File: src/rtl/dat_mem_param_if.sv
// Request/response bundle for dat_mem_param: one request channel with a ready
// handshake and a registered read-response channel with an address-error pulse.
interface dat_mem_param_if #(
  parameter int DW = 8,
  parameter int AW = 8
) ();

  logic          req_valid;
  logic          req_ready;
  logic          req_we;
  logic [AW-1:0] req_addr;
  logic [DW-1:0] req_wdata;
  logic          rsp_valid;
  logic [DW-1:0] rsp_rdata;
  logic          addr_err;

  modport master (
    output req_valid, req_we, req_addr, req_wdata,
    input  req_ready, rsp_valid, rsp_rdata, addr_err
  );

  modport slave (
    input  req_valid, req_we, req_addr, req_wdata,
    output req_ready, rsp_valid, rsp_rdata, addr_err
  );

endinterface

File: src/rtl/dat_mem_param.sv
// Single-port data memory with 1-cycle registered reads and out-of-range error pulses.
// Define DAT_MEM_PARAM_CLEAR_EN to zero every word after reset before accepting requests.
module dat_mem_param #(
  parameter int DW    = 8,
  parameter int AW    = 8,
  parameter int DEPTH = 2**AW
) (
  input  logic            clk,
  input  logic            rst_n,
  dat_mem_param_if.slave  bus
);

  logic [DW-1:0] mem [DEPTH];

  logic          accept;
  logic          in_range;
  logic          clearing;

  logic          mem_we;
  logic [AW-1:0] mem_waddr;
  logic [DW-1:0] mem_wdata;

  logic          rsp_valid_q, rsp_valid_d;
  logic [DW-1:0] rsp_rdata_q, rsp_rdata_d;
  logic          addr_err_q,  addr_err_d;

  // A fully populated address space can never be out of range.
  if (DEPTH >= 2**AW) begin : g_full_depth
    assign in_range = 1'b1;
  end else begin : g_part_depth
    assign in_range = (bus.req_addr < AW'(DEPTH));
  end

`ifdef DAT_MEM_PARAM_CLEAR_EN
  localparam logic [0:0] ST_INIT = 1'b0;
  localparam logic [0:0] ST_RUN  = 1'b1;
  localparam logic [AW-1:0] CLR_LAST = AW'(DEPTH - 1);

  logic [0:0]    state_q, state_d;
  logic [AW-1:0] clr_cnt_q, clr_cnt_d;

  // NOTE: every always_comb output gets a default first, so no path leaves it
  // unassigned and no latch is inferred.
  always_comb begin
    state_d   = state_q;
    clr_cnt_d = clr_cnt_q;
    if (state_q == ST_INIT) begin
      if (clr_cnt_q == CLR_LAST) begin
        state_d = ST_RUN;
      end else begin
        clr_cnt_d = clr_cnt_q + 1'b1;
      end
    end
  end

  // NOTE: sequential state uses non-blocking (<=) so every register samples
  // pre-edge values; combinational blocks use blocking (=).
  always_ff @(posedge clk or negedge rst_n) begin
    if (!rst_n) begin
      state_q   <= ST_INIT;
      clr_cnt_q <= '0;
    end else begin
      state_q   <= state_d;
      clr_cnt_q <= clr_cnt_d;
    end
  end

  assign clearing      = (state_q == ST_INIT);
  assign bus.req_ready = (state_q == ST_RUN);
`else
  // Ready tracks reset directly so a request held across release is taken on
  // the very first edge.
  assign clearing      = 1'b0;
  assign bus.req_ready = rst_n;
`endif

  assign accept = bus.req_valid & bus.req_ready;

  // The clear sweep owns the write port while it runs; otherwise in-range writes.
  always_comb begin
    mem_we    = 1'b0;
    mem_waddr = bus.req_addr;
    mem_wdata = bus.req_wdata;
    if (clearing) begin
      mem_we    = 1'b1;
`ifdef DAT_MEM_PARAM_CLEAR_EN
      mem_waddr = clr_cnt_q;
`endif
      mem_wdata = '0;
    end else if (accept && bus.req_we && in_range) begin
      mem_we    = 1'b1;
    end
  end

  // NOTE: the storage array has no reset; it maps onto plain RAM and any
  // required initial contents come from the clear sweep instead.
  always_ff @(posedge clk) begin
    if (mem_we) begin
      mem[mem_waddr] <= mem_wdata;
    end
  end

  always_comb begin
    rsp_valid_d = accept & ~bus.req_we;
    addr_err_d  = accept & ~in_range;
    rsp_rdata_d = rsp_rdata_q;
    if (rsp_valid_d) begin
      rsp_rdata_d = in_range ? mem[bus.req_addr] : '0;
    end
  end

  // Reset drops any read still in flight, so no stale response follows release.
  always_ff @(posedge clk or negedge rst_n) begin
    if (!rst_n) begin
      rsp_valid_q <= 1'b0;
      rsp_rdata_q <= '0;
      addr_err_q  <= 1'b0;
    end else begin
      rsp_valid_q <= rsp_valid_d;
      rsp_rdata_q <= rsp_rdata_d;
      addr_err_q  <= addr_err_d;
    end
  end

  assign bus.rsp_valid = rsp_valid_q;
  assign bus.rsp_rdata = rsp_rdata_q;
  assign bus.addr_err  = addr_err_q;

endmodule

File: src/flat_wrapper.sv
// flat-port wrapper written by rule: the top's interface ports become plain ports
module dat_mem_param_flat 
#(
  parameter int DW    = 8,
  parameter int AW    = 8,
  parameter int DEPTH = 2**AW
)
  (clk, rst_n, bus_req_valid, bus_req_we, bus_req_addr, bus_req_wdata, bus_req_ready, bus_rsp_valid, bus_rsp_rdata, bus_addr_err);
  dat_mem_param_if #(.DW(DW), .AW(AW)) bus_i ();
  input  logic clk;
  input  logic rst_n;
  input wire logic [$bits(bus_i.req_valid)-1:0] bus_req_valid;
  input wire logic [$bits(bus_i.req_we)-1:0] bus_req_we;
  input wire logic [$bits(bus_i.req_addr)-1:0] bus_req_addr;
  input wire logic [$bits(bus_i.req_wdata)-1:0] bus_req_wdata;
  output wire logic [$bits(bus_i.req_ready)-1:0] bus_req_ready;
  output wire logic [$bits(bus_i.rsp_valid)-1:0] bus_rsp_valid;
  output wire logic [$bits(bus_i.rsp_rdata)-1:0] bus_rsp_rdata;
  output wire logic [$bits(bus_i.addr_err)-1:0] bus_addr_err;
  assign bus_i.req_valid = bus_req_valid;
  assign bus_i.req_we = bus_req_we;
  assign bus_i.req_addr = bus_req_addr;
  assign bus_i.req_wdata = bus_req_wdata;
  assign bus_req_ready = bus_i.req_ready;
  assign bus_rsp_valid = bus_i.rsp_valid;
  assign bus_rsp_rdata = bus_i.rsp_rdata;
  assign bus_addr_err = bus_i.addr_err;
  dat_mem_param #(.DW(DW), .AW(AW), .DEPTH(DEPTH)) u_core (.clk(clk), .rst_n(rst_n), .bus(bus_i));
endmodule
File: config.mk
export PLATFORM = sky130hd
export DESIGN_NAME = dat_mem_param_flat
export DESIGN_NICKNAME = d
export VERILOG_FILES = /design/src/rtl/dat_mem_param_if.sv /design/src/rtl/dat_mem_param.sv /design/src/flat_wrapper.sv
export SDC_FILE = /design/constraint.sdc
export NUM_CORES = 2
export LEC_CHECK = 0
export ABC_CLOCK_PERIOD_IN_PS = 5200
export BUFFER_PORTS_ARGS = -buffer_cell sky130_fd_sc_hd__buf_2
export CAP_MARGIN = 20
export CORE_UTILIZATION = 55
export CTS_CLUSTER_SIZE = 24
export DETAILED_ROUTE_END_ITERATION = 7
export PLACE_DENSITY = 0.71
export REMOVE_ABC_BUFFERS = 1
export SLEW_MARGIN = 20
export SYNTH_ARGS = -nofsm -noshare
export SYNTH_HDL_FRONTEND = slang
export SYNTH_SLANG_ARGS = --single-unit
File: constraint.sdc
create_clock -name clk -period 5.2 [get_ports clk]
set_input_delay 1.56 -clock clk [delete_from_list [all_inputs] [get_ports clk]]
set_output_delay 1.56 -clock clk [all_outputs]
set_load 0.01 [all_outputs]
==> impl_summary.log <==
[metrics] result of the run: finished, violations left
[metrics] pin count of the biggest net entering global routing: 132
[metrics] biggest fanout along the worst timing path: 42
[metrics] top_reg_cell synth: sky130_fd_sc_hd__edfxtp_1
[metrics] worst-margin pin slew: 1.25 ns
[metrics] final net count: 4014
[metrics] drt wl/cell: 32.7 um
[metrics] total placed instance area: 0.0845 mm2
[metrics] number of enable-type register cells in the synthesized netlist: 2048
[metrics] mean number of vias per cell: 6.64
[metrics] crit-path cells: buf_8, buf_12, buf_4, nor2_1, nand3_1, buf_4, nor2_1
[metrics] number of setup violations in the final report: 0
[metrics] data required time at the worst endpoint: 5.62 ns
[metrics] number of synthesis warnings: 0
[metrics] final count of hold timing violations: 0
[metrics] internal power: 26.7 mW
[metrics] shortest clock period the worst path allows after layout: 4.23 ns
[metrics] simple-gate share of the synthesized area: 0.0251
[metrics] Max Cap Viol: 0
[metrics] number of buffers created by CTS: 197
[metrics] largest family of logic cells by synthesized area: multiplexers
[metrics] #FFs+latches synth: 2057
[metrics] Core Region: 0.144 mm2
[metrics] H-tree levels: 4
[metrics] mux contribution to synthesized area: 0.169
[metrics] top-level I/O count: 31
[metrics] post-synthesis cell area: 0.0798 mm2
[metrics] worst setup path class: in -> reg
[metrics] DR iter-0 viols: 5408
[metrics] worst slack at placement: 0.199 ns
[metrics] # hold bufs at CTS: 0
[metrics] post-cts sizing count: 0
[metrics] Gate Count Post-Synth: 3637
[metrics] total setup buffers inserted after CTS: 0
[metrics] antenna violations before repair: 5
[metrics] share of synthesized area occupied by flip-flops and latches: 0.773
[metrics] Static Leak: 28.7 nW
[metrics] arrival time of data at the critical path endpoint: 4.65 ns
[metrics] chip height: 383 um
[metrics] Switch Pwr: 7.26 mW
[metrics] number of buffers between clock root and the deepest sink: 3
[metrics] clock latency reported for the late side of the worst-skew pair: 0.85 ns
[metrics] final worst setup slack: 0.974 ns
[metrics] wire length of the first global-routing pass: 285 mm
[metrics] count of unique library cells instantiated by Yosys: 52
[metrics] final global-route overflow total: 0
[metrics] Max transition margin: 0.161
[metrics] clock network power share: 0.411
[metrics] drc violations: 14
[metrics] clock tree from TritonCTS: done
[metrics] max-slew violation count: 0
[metrics] commonest cells after routing, fill and taps aside: 2048 x sky130_fd_sc_hd__edfxtp_1, 537 x sky130_fd_sc_hd__mux4_2, 315 x sky130_fd_sc_hd__buf_4
[metrics] total track usage: 0.274
[metrics] parity-gate share of the synthesized area counting xor and xnor cells: 0
[metrics] Power per Cell Area: 374 mW/mm2
[metrics] final weighted congestion in routability-driven placement: 0.881
[metrics] Placement Rows: 139
[metrics] switching part of the total power: 0.214
[metrics] Sequential Power Share: 0.538
[metrics] f_max: 0.237 GHz
[metrics] Critical Path Sink Type: flip-flop
[metrics] RSZ-0062 raised after global routing: false
[metrics] detailed-route wire length: 198 mm
[metrics] post-layout instance area: 0.0908 mm2
[metrics] most frequent standard cell in the layout excluding fill and tap cells: sky130_fd_sc_hd__edfxtp_1
[metrics] Initial Utilization: 0.555
[metrics] clock root cell: sky130_fd_sc_hd__clkbuf_16
[metrics] synthesized-area fraction occupied by ao, oa, aoi and oai cells: 0.0188
[metrics] synthesized-area fraction occupied by adder cells: 0
[metrics] clk sinks: 2057
[metrics] combinational cell fraction of total power: 0.051
[metrics] total via count in the routed design: 40200
[metrics] Period Utilization, post-route: 0.813
[metrics] detailed-router iteration count before antenna repair: 8
[metrics] VDD IR max: 0.284 mV
[metrics] half-perimeter wire length after placement: 123 mm
[metrics] failing checks: DRC
[metrics] Die Outline Area: 0.147 mm2
[metrics] Worst Clk Skew: 0.0588 ns
[metrics] worst min-delay path class: reg -> reg
[metrics] clk slew on worst S/H paths: 0.06 ns
[metrics] Total Neg Setup Slack: 0 ns
[metrics] cell with the biggest individual delay on the critical path: sky130_fd_sc_hd__nor2_1
[metrics] number of routed nets with antenna violations: 0
[metrics] share of cells above drive strength 1: 0.292
[metrics] startpoint types: input pin
[metrics] average instance area after synthesis: 21.9 um2
[metrics] Buffers on Ports: 29
[metrics] Async S/R FF share, synth: 0.00438
[metrics] Horiz. Die Dim: 383 um
[metrics] vias in the first global route: 39800
[metrics] CP peak stage delay: 0.77 ns
[metrics] area added between synthesis and finish: 13.8%
synth_stat cells (4+ instances only):
master / instances / area share
sky130_fd_sc_hd__edfxtp_1: 2048 / 0.77
sky130_fd_sc_hd__mux4_2: 537 / 0.15
sky130_fd_sc_hd__nor2_1: 272 / 0.013
sky130_fd_sc_hd__mux2i_1: 126 / 0.016
sky130_fd_sc_hd__clkbuf_1: 87 / 0.0041
sky130_fd_sc_hd__buf_2: 76 / 0.0048
sky130_fd_sc_hd__nand2_1: 71 / 0.0033
sky130_fd_sc_hd__a22oi_1: 57 / 0.0054
sky130_fd_sc_hd__nor3_1: 35 / 0.0022
sky130_fd_sc_hd__o22ai_1: 33 / 0.0026
sky130_fd_sc_hd__nand3_1: 30 / 0.0019
sky130_fd_sc_hd__buf_4: 27 / 0.0025
sky130_fd_sc_hd__buf_1: 24 / 0.0011
sky130_fd_sc_hd__o21ai_0: 21 / 0.0013
sky130_fd_sc_hd__a21oi_1: 20 / 0.0013
sky130_fd_sc_hd__nor2b_1: 15 / 0.0012
sky130_fd_sc_hd__nand4_1: 12 / 0.00094
sky130_fd_sc_hd__a31oi_1: 11 / 0.00086
sky130_fd_sc_hd__mux2_2: 10 / 0.0014
sky130_fd_sc_hd__dfrtp_1: 9 / 0.0028
sky130_fd_sc_hd__o211ai_1: 9 / 0.00085
sky130_fd_sc_hd__buf_6: 8 / 0.0011
sky130_fd_sc_hd__nand2b_1: 8 / 0.00063
sky130_fd_sc_hd__a221oi_1: 7 / 0.00077
sky130_fd_sc_hd__o2111ai_1: 7 / 0.00077
sky130_fd_sc_hd__o221ai_1: 7 / 0.00077
sky130_fd_sc_hd__or3_1: 6 / 0.00047
sky130_fd_sc_hd__a32oi_1: 5 / 0.00055
sky130_fd_sc_hd__and3_1: 5 / 0.00039
sky130_fd_sc_hd__a211o_1: 4 / 0.00044
sky130_fd_sc_hd__a211oi_1: 4 / 0.00038
sky130_fd_sc_hd__a311oi_1: 4 / 0.00044
sky130_fd_sc_hd__a31o_2: 4 / 0.00044
sky130_fd_sc_hd__and2_1: 4 / 0.00031
sky130_fd_sc_hd__o311ai_0: 4 / 0.00044
sky130_fd_sc_hd__or2_2: 4 / 0.00031
state kept, by name, summed over array words and instances (netlist names):
register / count
u_core.bus.rsp_rdata: 8
u_core.bus.rsp_valid: 1
u_core.mem: 2048
stage by stage:
step	hold slack, ns	utilization	instances	power, mW
2_1_floorplan	0.550	-	3415	19.3
3_3_place_gp	0.587	0.587	5698	20.3
3_5_place_dp	0.607	0.587	5698	20.3
4_1_cts	0.621	0.631	6058	34.1
5_1_grt	0.661	0.631	6058	34.8
6_report	0.621	0.631	6063	34.0
logic make-up (layout without fill, tap and decap cells):
family,count (synthesis),count (layout)
muxes,673,673
other,1,6
AOI/OAI and AO/OA,211,211
DFF,2057,2057
and+or+nand+nor,469,469
buffers and inverters,226,744
path summary, 6_finish.rpt:
kind,depth (start not counted),slack [ns],endpoint,start
worst max-delay path,7,0.97,u_core.mem[28][4]$_DFFE_PP_,bus_req_addr[0]
worst min-delay path,2,0.62,u_core.bus.rsp_rdata[5]$_DFFE_PN0P_,u_core.bus.rsp_rdata[5]$_DFFE_PN0P_
worst max register to register,7,2.26,u_core.bus.rsp_rdata[2]$_DFFE_PN0P_,u_core.mem[94][2]$_DFFE_PP_
worst min register to register,2,0.62,u_core.bus.rsp_rdata[5]$_DFFE_PN0P_,u_core.bus.rsp_rdata[5]$_DFFE_PN0P_
max in group asynchronous,2,4.26,u_core.bus.rsp_rdata[6]$_DFFE_PN0P_,rst_n
min in group asynchronous,2,0.69,u_core.bus.rsp_rdata[0]$_DFFE_PN0P_,rst_n
cell type report:
cell class	instances	area [um2]
Inverter	4	20.0
Antenna cell	5	12.5
Clock inverter	126	1220
Multi-Input combinational cell	1354	17000
Clock buffer	234	5080
Fill cell	9317	53000
Sequential cell	2057	61700
Timing Repair Buffer	380	3360
Tap cell	1903	2380
worst max-delay path, delay by kind of cell:
kind | cells | cell delay (ns)
and+or+nand+nor | 3 | 1.82
buffers and inverters | 4 | 1.07
metal layers:
layer,global-route usage,wire (um),vias up
li1,-,-,16000
met1,0.393,76200,21300
met2,0.420,93900,2509
met3,0.0639,21600,377
met4,0.0915,6370,2
met5,0,13,-
power by group through the flow:
stage	sequential, mW	clock (mW)	combinational [mW]
finish	18.3	14.0	1.73
CTS	18.3	14.1	1.72
floorplan	18.6	0	0.670
detailed placement	18.6	0	1.71
global route	18.3	14.7	1.80
global placement	18.6	0	1.69
Power figures use the tool's default switching activity.
